[src/rtl/pipe_pkg.sv]
// Shared definitions for pipeline boundary registers.
// Holds the ID/EX payload layout and the NOP bubble.
package pipe_pkg;

  localparam int ID_EX_W   = 141;

  // ID/EX packing: {a, b, d2, td, aluc, wreg, wmem, lw, instr}, instr in the LSBs.
  localparam int INSTR_LSB = 0;
  localparam int INSTR_W   = 32;
  localparam int LW_BIT    = 32;
  localparam int WMEM_BIT  = 33;
  localparam int WREG_BIT  = 34;
  localparam int ALUC_LSB  = 35;
  localparam int ALUC_W    = 5;
  localparam int TD_LSB    = 40;
  localparam int TD_W      = 5;
  localparam int D2_LSB    = 45;
  localparam int B_LSB     = 77;
  localparam int A_LSB     = 109;
  localparam int WORD_W    = 32;

  localparam logic [31:0] NOP_INSTR = 32'h0000_0020;

  localparam logic [ID_EX_W-1:0] ID_EX_BUBBLE = {{(ID_EX_W-32){1'b0}}, NOP_INSTR};

  // Builds an ID/EX payload from its fields.
  function automatic logic [ID_EX_W-1:0] pack_id_ex(
    input logic [31:0] a,
    input logic [31:0] b,
    input logic [31:0] d2,
    input logic [4:0]  td,
    input logic [4:0]  aluc,
    input logic        wreg,
    input logic        wmem,
    input logic        lw,
    input logic [31:0] instr
  );
    return {a, b, d2, td, aluc, wreg, wmem, lw, instr};
  endfunction

endpackage

[src/rtl/pipe_stage_reg_if.sv]
// Handshake bundle around one pipeline boundary register.
// valid/ready: a beat transfers on a rising edge where valid && ready are both 1;
// the sender holds valid and data stable until that edge, ready never depends
// combinationally on valid, and flush discards whatever would transfer.
interface pipe_stage_reg_if #(
  parameter int W = 141
);
  logic         in_valid;
  logic [W-1:0] in_data;
  logic         in_ready;
  logic         out_valid;
  logic [W-1:0] out_data;
  logic         out_ready;
  logic         flush;

  // Environment side: drives the upstream beat, downstream ready and flush.
  modport master (
    output in_valid, in_data, out_ready, flush,
    input  in_ready, out_valid, out_data
  );

  // Stage side.
  modport slave (
    input  in_valid, in_data, out_ready, flush,
    output in_ready, out_valid, out_data
  );
endinterface

[src/rtl/pipe_stage_reg_sat_counter.sv]
// Saturating event counter used for stage bring-up statistics.
module sat_counter #(
  parameter int W = 16
) (
  input  logic         clk,
  input  logic         rst,
  input  logic         inc,
  output logic [W-1:0] count
);

  always_ff @(posedge clk or posedge rst) begin
    if (rst) begin
      count <= '0;
    end else if (inc && (count != {W{1'b1}})) begin
      count <= count + 1'b1;
    end
  end

endmodule

[src/rtl/pipe_stage_reg.sv]
// Elastic pipeline register: main entry plus one skid entry, flush-to-bubble,
// and saturating stall/flush statistics.
module pipe_stage_reg
  import pipe_pkg::*;
#(
  parameter int                   PAYLOAD_W = ID_EX_W,
  parameter logic [PAYLOAD_W-1:0] BUBBLE    = ID_EX_BUBBLE,
  parameter int                   CNT_W     = 16
) (
  input  logic               clk,
  input  logic               rst,
  pipe_stage_reg_if.slave    bus,
  output logic [CNT_W-1:0]   stall_cnt,
  output logic [CNT_W-1:0]   flush_cnt
);

  logic                 main_valid;
  logic [PAYLOAD_W-1:0] main_payload;
  logic                 skid_valid;
  logic [PAYLOAD_W-1:0] skid_payload;

  logic accept;
  logic consume;
  logic stall_inc;
  logic flush_inc;

  // in_ready comes straight from a register so out_ready never reaches it.
  assign bus.in_ready  = !skid_valid;
  assign bus.out_valid = main_valid;
  assign bus.out_data  = main_valid ? main_payload : BUBBLE;

  assign accept  = bus.in_valid && !skid_valid;
  assign consume = main_valid && bus.out_ready;

  always_ff @(posedge clk or posedge rst) begin
    if (rst) begin
      main_valid   <= 1'b0;
      main_payload <= BUBBLE;
      skid_valid   <= 1'b0;
      skid_payload <= '0;
    end else if (bus.flush) begin
      main_valid   <= 1'b0;
      main_payload <= BUBBLE;
      skid_valid   <= 1'b0;
    end else if (!main_valid || consume) begin
      if (skid_valid) begin
        main_valid   <= 1'b1;
        main_payload <= skid_payload;
        skid_valid   <= 1'b0;
      end else if (accept) begin
        main_valid   <= 1'b1;
        main_payload <= bus.in_data;
      end else begin
        main_valid   <= 1'b0;
      end
    end else if (accept) begin
      skid_valid   <= 1'b1;
      skid_payload <= bus.in_data;
    end
  end

  // A flush counts only if it threw away a held beat or one arriving that cycle.
  assign stall_inc = main_valid && !bus.out_ready;
  assign flush_inc = bus.flush && (main_valid || skid_valid || accept);

  sat_counter #(.W(CNT_W)) u_stall_cnt (
    .clk   (clk),
    .rst   (rst),
    .inc   (stall_inc),
    .count (stall_cnt)
  );

  sat_counter #(.W(CNT_W)) u_flush_cnt (
    .clk   (clk),
    .rst   (rst),
    .inc   (flush_inc),
    .count (flush_cnt)
  );

endmodule

[src/flat_wrapper.sv]
// flat-port wrapper written by rule: the top's interface ports become plain ports
module pipe_stage_reg_flat import pipe_pkg::*;
#(
  parameter int                   PAYLOAD_W = ID_EX_W,
  parameter logic [PAYLOAD_W-1:0] BUBBLE    = ID_EX_BUBBLE,
  parameter int                   CNT_W     = 16
)
  (clk, rst, stall_cnt, flush_cnt, bus_in_valid, bus_in_data, bus_out_ready, bus_flush, bus_in_ready, bus_out_valid, bus_out_data);
  pipe_stage_reg_if #(.W(ID_EX_W)) bus_i ();
  input  logic clk;
  input  logic rst;
  output logic [CNT_W-1:0] stall_cnt;
  output logic [CNT_W-1:0] flush_cnt;
  input wire logic [$bits(bus_i.in_valid)-1:0] bus_in_valid;
  input wire logic [$bits(bus_i.in_data)-1:0] bus_in_data;
  input wire logic [$bits(bus_i.out_ready)-1:0] bus_out_ready;
  input wire logic [$bits(bus_i.flush)-1:0] bus_flush;
  output wire logic [$bits(bus_i.in_ready)-1:0] bus_in_ready;
  output wire logic [$bits(bus_i.out_valid)-1:0] bus_out_valid;
  output wire logic [$bits(bus_i.out_data)-1:0] bus_out_data;
  assign bus_i.in_valid = bus_in_valid;
  assign bus_i.in_data = bus_in_data;
  assign bus_i.out_ready = bus_out_ready;
  assign bus_i.flush = bus_flush;
  assign bus_in_ready = bus_i.in_ready;
  assign bus_out_valid = bus_i.out_valid;
  assign bus_out_data = bus_i.out_data;
  pipe_stage_reg #(.PAYLOAD_W(PAYLOAD_W), .BUBBLE(BUBBLE), .CNT_W(CNT_W)) u_core (.clk(clk), .rst(rst), .bus(bus_i), .stall_cnt(stall_cnt), .flush_cnt(flush_cnt));
endmodule
[config.mk]
export PLATFORM = sky130hd
export DESIGN_NAME = pipe_stage_reg_flat
export DESIGN_NICKNAME = d
export VERILOG_FILES = /design/src/rtl/pipe_pkg.sv /design/src/rtl/pipe_stage_reg_if.sv /design/src/rtl/pipe_stage_reg_sat_counter.sv /design/src/rtl/pipe_stage_reg.sv /design/src/flat_wrapper.sv
export SDC_FILE = /design/constraint.sdc
export NUM_CORES = 1
export LEC_CHECK = 0
export CAP_MARGIN = 30
export CORE_MARGIN = 2
export CORE_UTILIZATION = 48
export CTS_BUF_LIST = sky130_fd_sc_hd__clkbuf_16
export DETAILED_ROUTE_END_ITERATION = 10
export GPL_TIMING_DRIVEN = 0
export MAX_ROUTING_LAYER = met4
export PLACE_DENSITY = 0.73
export SLEW_MARGIN = 20
export SYNTH_ARGS = -nofsm -noshare
export SYNTH_HDL_FRONTEND = slang
export SYNTH_SLANG_ARGS = --single-unit
[constraint.sdc]
create_clock -name clk -period 11.5 [get_ports clk]
set_input_delay 1.15 -clock clk [delete_from_list [all_inputs] [get_ports clk]]
set_output_delay 1.15 -clock clk [all_outputs]
set_load 0.01 [all_outputs]
==> results.md <==
- Worst Path Max Fanout: 10
- CTS tree: built
- Worst setup EP type: primary output
- Cell area after synthesis: 14,800 sq um
- Yosys top cell area share: 0.532
- Status: completed
- Drt first pass iters: 4
- CTS Buffer Depth: 3
- Pins Over Slew Limit: 0
- Vias: 10,100
- First DRT Iteration DRCs: 532
- WP buf/inv: 5
- CP Launch Type: register
- Clock-pin slew on the worst setup and hold paths: around 0.060 ns
- Share of layout cells above drive strength 1: 0.157
- Final hold violations: 0
- Hold_buf cts: 0
- Setup Crit Path Kind: reg2out
- Row count: 64
- Die height: 180 um
- Cell area after placement: 18,600 sq um
- Total Wirelength: between 30,000 and 40,000 um
- Clk pwr share: 0.354
- Most used DFF post-synth: dfrtp_1
- Async SR Flop Fraction: 1.00
- Wire length per cell: 19.8 um
- First-pass GRT wire length: 60,100 um
- Critical Path RT: 10.35 ns
- Synth area leaders: dfrtp_1 (53%), mux2i_1 (9.5%), o2bb2ai_2 (9.1%)
- Non-Filler Instances: 1,871
- Overall routing resource usage: 0.237
- I/O pins: 321
- Sequential Power Share: 0.489
- Post-DP HPWL: 26,400 um
- Most used cell, CP: clkbuf_1
- # fillers: between 2,000 and 2,500
- Final Critical Period: ~4.2 ns
- Hold path start: u_core.main_payload[106]$_DFFE_PP0P_
- GPL Wtd Cong: 0.835
- Initial Util: 0.486
- Worst hold path endpoint: u_core.main_payload[106]$_DFFE_PP0P_
- Residual DRC count: 0
- Relative slew margins: 0.450
- Core area: 30,500 sq um
- Inst Count DP: 1,804
- Period utilisation layout: 0.361
- Hold path depth: 1
- Family with the most delay on the worst path: buffers and inverters
- Cell chain of the critical path: buf_2 -> clkbuf_1 -> buf_6 -> clkbuf_1 -> and2_1 -> clkdlybuf4s50_1
- Initial antenna violation count: 3
- Seq/Total Area, Yosys: 0.533
- Sw Share: 0.260
- LEAKAGE: between 8 and 9 nW
- Slowest-stage cell, CP: clkdlybuf4s50_1
- Root Buffer: clkbuf_16
- H-tree Lvls: 2
- Port-buffer cells: 319
- Top cells by count, synth: dfrtp_1 (315), and2_1 (142), mux2i_1 (141)
- Worst path max stage delay: 0.54 ns
- Comb pwr share: 0.157
- Worst Hold Class: reg2reg
- Max Cap Violations: 0
- Cts bufs inserted: 36
- Power per cell area: 147 nW/um^2
- Worst Reg-to-Reg Cells: 7
- Antenna-violating nets left: 0
- Final #Nets: 1,594
- Post-synth EDFFs: 0
- Worst Tran Pin Value: 0.824 ns
- GR Overflow Total: 0
- RR Startpoint: u_core.bus.out_valid$_DFFE_PP0N_
- Layout area overhead: 32.6%
- Area leader, netlist: dfrtp_1
- FF-to-FF End: u_core.main_payload[121]$_DFFE_PP0P_
- Yosys warnings: 0
- Setup slack, reg-to-reg: 9.22 ns
- Final instance area: 19,700 sq um
- Hold_ws: roughly 0.48 ns
- Syn Inst Count: approximately 1,100
- Crit path DAT: ~3 ns
- Max VDD drop: 131 uV
- Setup bufs post-CTS: 0
- Max Fclk: 0.241 GHz
- Final Setup Violations: 0
- DIE AREA: 32,300 sq um
- Most common cell in the netlist: dfrtp_1
- Die X: 180 um
- Synth cell types: 41
- Syn_area_per_cell: 13.7 sq um
- Clock sink total: ~320
- Gates resized, CTS repair: 0
- Drt via density: 5.38
- Largest net degree at the start of global routing: ~100
- Syn nets: 1,233
- Seq cells post-synth: 316
- Pint: 0.00213 W
- RSZ-0062 raised after global routing: no
- Psw: around 0.00075 W
- Later-pin clock latency in the skew report: 0.51 ns
- Vias in the first global route: 10,800
- Clock Skew: roughly 0.021 ns
- Total Power: 0.00288 W
==> how the worst max path moves through the flow <==
stage	to	startpoint	slack, ns	cells past startpoint
finish	bus_out_data[76]	u_core.bus.out_valid$_DFFE_PP0N_	7.35	6
floorplan	u_core.bus.out_valid$_DFFE_PP0N_	rst	1.61	1
global placement	u_core.skid_payload[30]$_DFFE_PP0P_	rst	-2.42	2
detailed placement	bus_out_data[20]	u_core.bus.out_valid$_DFFE_PP0N_	7.85	6
global route	bus_out_data[76]	u_core.bus.out_valid$_DFFE_PP0N_	7.13	6
CTS	bus_out_data[20]	u_core.bus.out_valid$_DFFE_PP0N_	7.28	6
==> state kept, by name, summed over array words and instances (netlist names) <==
signal and cells:
u_core.skid_valid 1, u_core.main_payload 141, u_core.u_stall_cnt.count 16, u_core.skid_payload 141, u_core.u_flush_cnt.count 16, u_core.bus.out_valid 1
==> power by group through the flow <==
stage | clock (W) | sequential, W | combinational, W
floorplan | 0 | 0.00140 | 0.000262
global placement | 0 | 0.00142 | 0.000441
detailed placement | 0 | 0.00142 | 0.000460
CTS | 0.00105 | 0.00141 | 0.000462
global route | 0.00109 | 0.00143 | 0.000499
finish | 0.00102 | 0.00141 | 0.000453
==> metrics by stage <==
stage / setup WS [ns] / TNS (ns) / utilization
after floorplan: 1.61 / 0 / -
after global placement: -2.42 / -754.30 / 0.607
after detailed placement: 7.85 / 0 / 0.610
after CTS: 7.28 / 0 / 0.644
after global routing: 7.13 / 0 / 0.645
final: 7.35 / 0 / 0.645
==> kinds of logic after synthesis <==
kind of cell    after synthesis  synth area share
compound gates              155             0.127
xor+xnor                     29            0.0171
fa+ha+maj                     2           0.00169
buf+inv                      86            0.0294
flops                       316             0.533
mux                         284             0.204
simple gates                213            0.0872
==> final cells by class <==
type                       instances  area [sq um]  area share
clock buffer                      37           926      0.0471
tap                              396           495      0.0252
antenna                            3          7.51    0.000382
multi-input combinational        683          6480       0.330
inverter                           5          26.3     0.00134
timing repair buffer             323          3290       0.167
buffer                            81           418      0.0212
sequential                       316          7910       0.402
clock inverter                    27           115     0.00585
==> routing by layer <==
metal  up-vias  GRT usage  share of wire
met3        52     0.0677          0.077
met4         0     0.0543          0.021
li1       4666          -              -
met2       268      0.362           0.46
met5         -          -              0
met1      5081      0.315           0.44
==> placed cells by master (no fill, tap or decap), types with 8 or more instances in the layout <==
master	n
and2_1	142
mux2i_1	141
dfrtp_1	315
o2bb2ai_1	50
buf_6	11
and3_1	8
inv_1	16
nand4_1	12
clkbuf_16	37
buf_2	28
o2bb2ai_2	90
clkbuf_1	38
nand3_1	11
clkdlybuf4s50_1	319
xnor2_1	22
nand2_1	10
mux2_2	51
mux2_1	92
clkinv_1	9
(Power assumes the default switching activity.)
